[config.mk]
export PLATFORM = sky130hd
export DESIGN_NAME = mem_access_seq_flat
export DESIGN_NICKNAME = d
export VERILOG_FILES = /design/src/rtl/mem_access_seq_pkg.sv /design/src/rtl/mem_access_seq_if.sv /design/src/rtl/mem_access_seq.sv /design/src/flat_wrapper.sv
export SDC_FILE = /design/constraint.sdc
export NUM_CORES = 1
export LEC_CHECK = 0
export ABC_AREA = 1
export CORE_UTILIZATION = 54
export CTS_BUF_LIST = sky130_fd_sc_hd__clkbuf_4 sky130_fd_sc_hd__clkbuf_8 sky130_fd_sc_hd__clkbuf_16
export CTS_CLUSTER_SIZE = 24
export DETAILED_ROUTE_END_ITERATION = 6
export PLACE_DENSITY = 0.86
export SYNTH_ARGS = -nofsm -noshare
export SYNTH_HDL_FRONTEND = slang
export SYNTH_SLANG_ARGS = --single-unit
[constraint.sdc]
create_clock -name clk -period 2.7 [get_ports clk]
set_input_delay 0.675 -clock clk [delete_from_list [all_inputs] [get_ports clk]]
set_output_delay 0.675 -clock clk [all_outputs]
set_load 0.05 [all_outputs]
[src/rtl/mem_access_seq_pkg.sv]
// Shared types for the memory access sequencer: FSM states, the captured
// request record and the wait-state ceiling.
package mem_pkg;

    localparam int MEM_WAIT_MAX = 15;

    typedef enum logic [2:0] {
        IDLE,
        MAR_LO,
        XFER_LO,
        MAR_HI,
        XFER_HI,
        RESP
    } mem_state_t;

    typedef struct packed {
        logic        write;
        logic        word;
        logic        zp;
        logic        part;
        logic [15:0] addr;
        logic [15:0] wdata;
    } mem_req_t;

endpackage

[src/rtl/mem_access_seq_if.sv]
// Request/response handshake between a requester (master) and the memory
// access sequencer (slave).
interface mem_access_seq_if;

    logic        req_valid;
    logic        req_ready;
    logic        req_write;
    logic        req_word;
    logic        req_zp;
    logic        req_part;
    logic [15:0] req_addr;
    logic [15:0] req_wdata;
    logic        rsp_valid;
    logic        rsp_ready;
    logic [15:0] rsp_rdata;

    modport master (
        output req_valid, req_write, req_word, req_zp, req_part, req_addr, req_wdata, rsp_ready,
        input  req_ready, rsp_valid, rsp_rdata
    );

    modport slave (
        input  req_valid, req_write, req_word, req_zp, req_part, req_addr, req_wdata, rsp_ready,
        output req_ready, rsp_valid, rsp_rdata
    );

endinterface

[src/rtl/mem_access_seq.sv]
// Memory access sequencer: turns byte/word read and write requests into MAR/MBR
// strobe sequences on a byte-wide memory bus, with optional wait states per byte.
module mem_access_seq
    import mem_pkg::*;
#(
    parameter int WAIT_CYCLES = 0
) (
    input  logic            clk,
    input  logic            rst,
    mem_access_seq_if.slave host,
    output logic            zero_page,
    output logic            mem_part,
    output logic            mem_out,
    output logic            mem_in,
    output logic            reg_mbr_load,
    output logic            reg_mbr_word_dir,
    output logic            reg_mar_load,
    output logic [15:0]     address,
    output logic [7:0]      data_drv,
    output logic            data_drv_en,
    input  logic [7:0]      data_bus
);

    localparam logic [3:0] WAIT_LIM = (WAIT_CYCLES > MEM_WAIT_MAX) ? 4'(MEM_WAIT_MAX)
                                                                   : 4'(WAIT_CYCLES);

    mem_state_t  state;
    mem_req_t    cap;
    logic [3:0]  wait_cnt;

    // Zero-page words wrap inside their page instead of carrying into the high byte.
    function automatic logic [15:0] next_byte_addr(input logic [15:0] a, input logic zp);
        if (zp) begin
            return {a[15:8], a[7:0] + 8'd1};
        end
        return a + 16'd1;
    endfunction

    // Outputs are decoded from the state being entered so every strobe is a flop
    // that lines up exactly with its state; strobes default to inactive each cycle.
    always_ff @(posedge clk) begin
        if (rst) begin
            state            <= IDLE;
            cap              <= '0;
            wait_cnt         <= '0;
            host.req_ready   <= 1'b0;
            host.rsp_valid   <= 1'b0;
            host.rsp_rdata   <= '0;
            zero_page        <= 1'b1;
            mem_part         <= 1'b0;
            mem_out          <= 1'b1;
            mem_in           <= 1'b1;
            reg_mbr_load     <= 1'b0;
            reg_mbr_word_dir <= 1'b0;
            reg_mar_load     <= 1'b0;
            address          <= '0;
            data_drv         <= '0;
            data_drv_en      <= 1'b0;
        end else begin
            reg_mar_load     <= 1'b0;
            mem_out          <= 1'b1;
            mem_in           <= 1'b1;
            reg_mbr_load     <= 1'b0;
            reg_mbr_word_dir <= 1'b0;
            data_drv         <= '0;
            data_drv_en      <= 1'b0;

            unique case (state)
                IDLE: begin
                    host.req_ready <= 1'b1;
                    if (host.req_valid && host.req_ready) begin
                        cap.write      <= host.req_write;
                        cap.word       <= host.req_word;
                        cap.zp         <= host.req_zp;
                        cap.part       <= host.req_part;
                        cap.addr       <= host.req_addr;
                        cap.wdata      <= host.req_wdata;
                        host.req_ready <= 1'b0;
                        host.rsp_rdata <= '0;
                        address        <= host.req_addr;
                        reg_mar_load   <= 1'b1;
                        zero_page      <= ~host.req_zp;
                        mem_part       <= host.req_part;
                        state          <= MAR_LO;
                    end
                end

                MAR_LO, MAR_HI: begin
                    wait_cnt         <= '0;
                    zero_page        <= ~cap.zp;
                    mem_part         <= cap.part;
                    mem_out          <= cap.write;
                    mem_in           <= ~cap.write;
                    reg_mbr_load     <= ~cap.write;
                    data_drv_en      <= cap.write;
                    reg_mbr_word_dir <= (state == MAR_HI);
                    if (cap.write) begin
                        data_drv <= (state == MAR_HI) ? cap.wdata[15:8] : cap.wdata[7:0];
                    end
                    state <= (state == MAR_LO) ? XFER_LO : XFER_HI;
                end

                XFER_LO, XFER_HI: begin
                    if (wait_cnt != WAIT_LIM) begin
                        wait_cnt         <= wait_cnt + 4'd1;
                        mem_out          <= mem_out;
                        mem_in           <= mem_in;
                        reg_mbr_load     <= reg_mbr_load;
                        reg_mbr_word_dir <= reg_mbr_word_dir;
                        data_drv         <= data_drv;
                        data_drv_en      <= data_drv_en;
                    end else begin
                        if (!cap.write) begin
                            if (state == XFER_LO) begin
                                host.rsp_rdata[7:0] <= data_bus;
                            end else begin
                                host.rsp_rdata[15:8] <= data_bus;
                            end
                        end
                        if (state == XFER_LO && cap.word) begin
                            address      <= next_byte_addr(cap.addr, cap.zp);
                            reg_mar_load <= 1'b1;
                            state        <= MAR_HI;
                        end else begin
                            zero_page      <= 1'b1;
                            mem_part       <= 1'b0;
                            host.rsp_valid <= 1'b1;
                            state          <= RESP;
                        end
                    end
                end

                RESP: begin
                    if (host.rsp_ready) begin
                        host.rsp_valid <= 1'b0;
                        host.req_ready <= 1'b1;
                        state          <= IDLE;
                    end
                end

                default: begin
                    state <= IDLE;
                end
            endcase
        end
    end

endmodule

[src/flat_wrapper.sv]
// flat-port wrapper written by rule: the top's interface ports become plain ports
module mem_access_seq_flat import mem_pkg::*;
#(
    parameter int WAIT_CYCLES = 0
)
  (clk, rst, zero_page, mem_part, mem_out, mem_in, reg_mbr_load, reg_mbr_word_dir, reg_mar_load, address, data_drv, data_drv_en, data_bus, host_req_valid, host_req_write, host_req_word, host_req_zp, host_req_part, host_req_addr, host_req_wdata, host_rsp_ready, host_req_ready, host_rsp_valid, host_rsp_rdata);
  mem_access_seq_if host_i ();
  input  logic clk;
  input  logic rst;
  output logic zero_page;
  output logic mem_part;
  output logic mem_out;
  output logic mem_in;
  output logic reg_mbr_load;
  output logic reg_mbr_word_dir;
  output logic reg_mar_load;
  output logic [15:0] address;
  output logic [7:0] data_drv;
  output logic data_drv_en;
  input  logic [7:0] data_bus;
  input wire logic [$bits(host_i.req_valid)-1:0] host_req_valid;
  input wire logic [$bits(host_i.req_write)-1:0] host_req_write;
  input wire logic [$bits(host_i.req_word)-1:0] host_req_word;
  input wire logic [$bits(host_i.req_zp)-1:0] host_req_zp;
  input wire logic [$bits(host_i.req_part)-1:0] host_req_part;
  input wire logic [$bits(host_i.req_addr)-1:0] host_req_addr;
  input wire logic [$bits(host_i.req_wdata)-1:0] host_req_wdata;
  input wire logic [$bits(host_i.rsp_ready)-1:0] host_rsp_ready;
  output wire logic [$bits(host_i.req_ready)-1:0] host_req_ready;
  output wire logic [$bits(host_i.rsp_valid)-1:0] host_rsp_valid;
  output wire logic [$bits(host_i.rsp_rdata)-1:0] host_rsp_rdata;
  assign host_i.req_valid = host_req_valid;
  assign host_i.req_write = host_req_write;
  assign host_i.req_word = host_req_word;
  assign host_i.req_zp = host_req_zp;
  assign host_i.req_part = host_req_part;
  assign host_i.req_addr = host_req_addr;
  assign host_i.req_wdata = host_req_wdata;
  assign host_i.rsp_ready = host_rsp_ready;
  assign host_req_ready = host_i.req_ready;
  assign host_rsp_valid = host_i.rsp_valid;
  assign host_rsp_rdata = host_i.rsp_rdata;
  mem_access_seq #(.WAIT_CYCLES(WAIT_CYCLES)) u_core (.clk(clk), .rst(rst), .host(host_i), .zero_page(zero_page), .mem_part(mem_part), .mem_out(mem_out), .mem_in(mem_in), .reg_mbr_load(reg_mbr_load), .reg_mbr_word_dir(reg_mbr_word_dir), .reg_mar_load(reg_mar_load), .address(address), .data_drv(data_drv), .data_drv_en(data_drv_en), .data_bus(data_bus));
endmodule
==> out/metrics.csv <==
stage,metric,value,unit
outcome,status,finished clean,
final_layout,Filler cells,552,
timing,Rel. slew slack,65.2,%
yosys,xor and xnor fraction of the mapped netlist area,0.842,%
die,Die Footprint,8060,µm²
hold_path,Hold Crit Class,reg2reg,
critical_path,Startpoint Class,flop,
timing,max-slew violations,0,
clock_network,clk slew on worst S/H paths,0.09,ns
yosys,synthesized instance count,574,
yosys,area share of and/or/nand/nor cells after synthesis,25.6,%
yosys,"Seq/Total Area, Yosys",44.8,%
yosys,share of the synthesized area in the top cell type,44.8,%
critical_path,Critical Path AT,1.55,ns
timing,Worst Skew,0.0104,ns
final_layout,most frequent cells in the layout,"clkdlybuf4s50_1, nor2_1, dfxtp_1",
critical_path,WS Path Type,reg2out,
critical_path,CP max stage cell,clkdlybuf4s50_1,
critical_path,Crit. End Element,primary output,
clock_network,Clock Latency Late Sink,0.36,ns
hold_path,Hold Crit Start,u_core.cap[32],
clock_network,CTS resizes,0,
detailed_routing,final wirelength,10300,µm
critical_path,CP bufs+invs,1,
flow_run,Max Cap Viol,0,
timing,Sum Neg Setup Slack,0,ns
clock_network,# Post-CTS Setup Buffers,0,
timing,"Period Utilization, post-route",82.3,%
critical_path,reg2reg end,u_core.host.rsp_rdata[13],
critical_path,critical-path cell list,clkdlybuf4s50_1,
final_layout,fin cells,764,
critical_path,"slowest stage delay, CP",0.82,ns
critical_path,flop2flop setup slack,0.81,ns
yosys,Seq cells post-synth,93,
power,PwrDens,998,nW/µm²
final_layout,Area Growth Syn to Fin,28.6,%
yosys,Netlist cell types,32,
clock_network,clock root buffer,clkbuf_8,
critical_path,"delay-heaviest family, CP",buffers and inverters,
final_layout,layout cells sized above 1,8.12,%
global_route,GR Overflow Total,0,
final_layout,antenna cell count,0,
yosys,synth top area cells,"dfxtp_1, o21ai_0, nor2_1",
clock_network,CTS tree,done,
clock_network,Clock Sinks,93,
detailed_routing,Routed Antenna Nets,0,
power,total power,0.00534,W
final_layout,Reg area,1860,µm²
critical_path,Worst Reg-to-Reg Cells,7,
detailed_routing,# DRC,0,
final_layout,Nets,711,
final_layout,"commonest non-fill, non-tap cell in the layout",clkdlybuf4s50_1,
detailed_routing,first-pass iteration count of the detailed router,5,
clock_network,H-tree depth,3,
global_route,first-pass GRT wire length,17100,µm
yosys,largest family of logic cells by synthesized area,simple AND/OR/NAND/NOR gates,
yosys,cell taking the most area after synthesis,dfxtp_1,
global_route,global router's overall resource usage,26.0,%
detailed_routing,Vias/cell,5.22,
critical_path,r2r startpoint,u_core.state[1],
placement,DP Cell Count,748,
timing,Final min period,2.22,ns
global_route,pin count of the biggest net entering global routing,67,
global_route,initial antenna violation count,0,
yosys,adder-cell area share of the yosys netlist,0.902,%
timing,Worst Tran Pin Value,0.520,ns
yosys,Synth Area in Compound Gates,18.8,%
die,starting density of the core,56.8,%
clock_network,Clock Path Buffers,2,
yosys,yosys warns,0,
die,Die X,89.8,µm
timing,final setup fails,0,
clock_network,Hold Buf Count CTS,0,
power,maximum vdd ir drop,582,µV
yosys,mapped cell area,4160,µm²
timing,endpoints failing hold,0,
die,I/O pins,98,
timing,max frequency,450,MHz
timing,RSZ-0062 raised after global routing,no,
final_layout,area occupied by multi-input gates,1920,µm²
die,Core ar.,7330,µm²
detailed_routing,routed length per placed instance,13.5,µm
detailed_routing,initial DRC count,229,
die,Site Rows,31,
clock_network,number of CTS-inserted buffers,9,
placement,Placer Congestion,0.881,
power,Leak Pwr,2.05,nW
critical_path,CP Max Fanout,2,
yosys,syn nets,625,
hold_path,Hold Path Stages,2,
critical_path,Worst EP required,2.03,ns
placement,DP HPWL,7260,µm
die,die height,89.8,µm
yosys,syn avg cell area,7.25,µm²
hold_path,Hold EP,u_core.cap[32],
detailed_routing,via count,3989,
placement,IO Port Bufs,97,
global_route,vias in the first global route,3821,
yosys,mux cell area share after synthesis,0,%
## worst max path at each step
| stage | startpoint | to | slack (ns) | cells after the start |
|---|---|---|---|---|
| floorplan | u_core.host.req_ready | u_core.address[11] | 1.06 | 8 |
| global placement | host_req_valid | u_core.address[13] | 0.52 | 9 |
| detailed placement | host_req_valid | u_core.address[13] | 0.45 | 9 |
| CTS | u_core.host.req_ready | host_req_ready | 0.46 | 1 |
| global route | u_core.mem_part | mem_part | 0.44 | 1 |
| finish | u_core.zero_page | zero_page | 0.48 | 1 |
## per-layer routing
metal | GRT usage (%) | vias up | wire length (µm)
li1 | - | 2034 | -
met1 | 31.7 | 1817 | 4530
met2 | 45.8 | 124 | 5140
met3 | 3.47 | 14 | 458
met4 | 11.3 | 0 | 177
met5 | 0 | - | 0
## logic make-up after synthesis
group / count (synthesis)
buffers and inverters: 85
XOR/XNOR: 4
flip-flops: 93
adder cells (fa/ha/maj): 3
AO/OA/AOI/OAI: 153
AND/OR/NAND/NOR: 236
## flip-flops by register name (all words and copies together), names as in the netlist, 3 cells and up
register / flops
u_core.wait_cnt: 4
u_core.address: 16
u_core.data_drv: 8
u_core.host.rsp_rdata: 16
u_core.cap: 36
u_core.state: 3
## metrics by stage
step	setup slack (ns)	hold WS [ns]	area (µm²)	util, %
2_1_floorplan	1.06	0.425	4160	-
3_3_place_gp	0.517	0.434	5150	70.3
3_5_place_dp	0.454	0.441	5150	70.3
4_1_cts	0.460	0.455	5350	73.0
5_1_grt	0.435	0.465	5350	73.0
6_report	0.477	0.452	5350	73.0
## synth_stat cells (all sizes together)
master / count
a211oi: 1
a21oi: 60
a31oi: 4
buf: 13
clkbuf: 13
clkinv: 1
dfxtp: 93
ha: 3
inv: 58
nand2: 97
nand3: 29
nand4: 5
nor2: 102
nor3: 1
nor4: 1
o211ai: 1
o21a: 1
o21ai: 86
or2: 1
xor2: 4
## layout make-up
cell class / instances / area share (%)
Clock inverter: 7 / 1.40
Clock buffer: 9 / 2.32
Sequential cell: 93 / 34.8
Timing Repair Buffer: 101 / 18.9
Inverter: 59 / 4.30
Multi-Input combinational cell: 396 / 35.9
Tap cell: 99 / 2.32
## report_power, final
| part | internal [W] | switching, W |
|---|---|---|
| registers | 0.00170 | 0.000204 |
| clock network | 0.000431 | 0.000503 |
| logic | 0.000792 | 0.00170 |
| total | 0.00293 | 0.00241 |
Power figures use the tool's default switching activity.
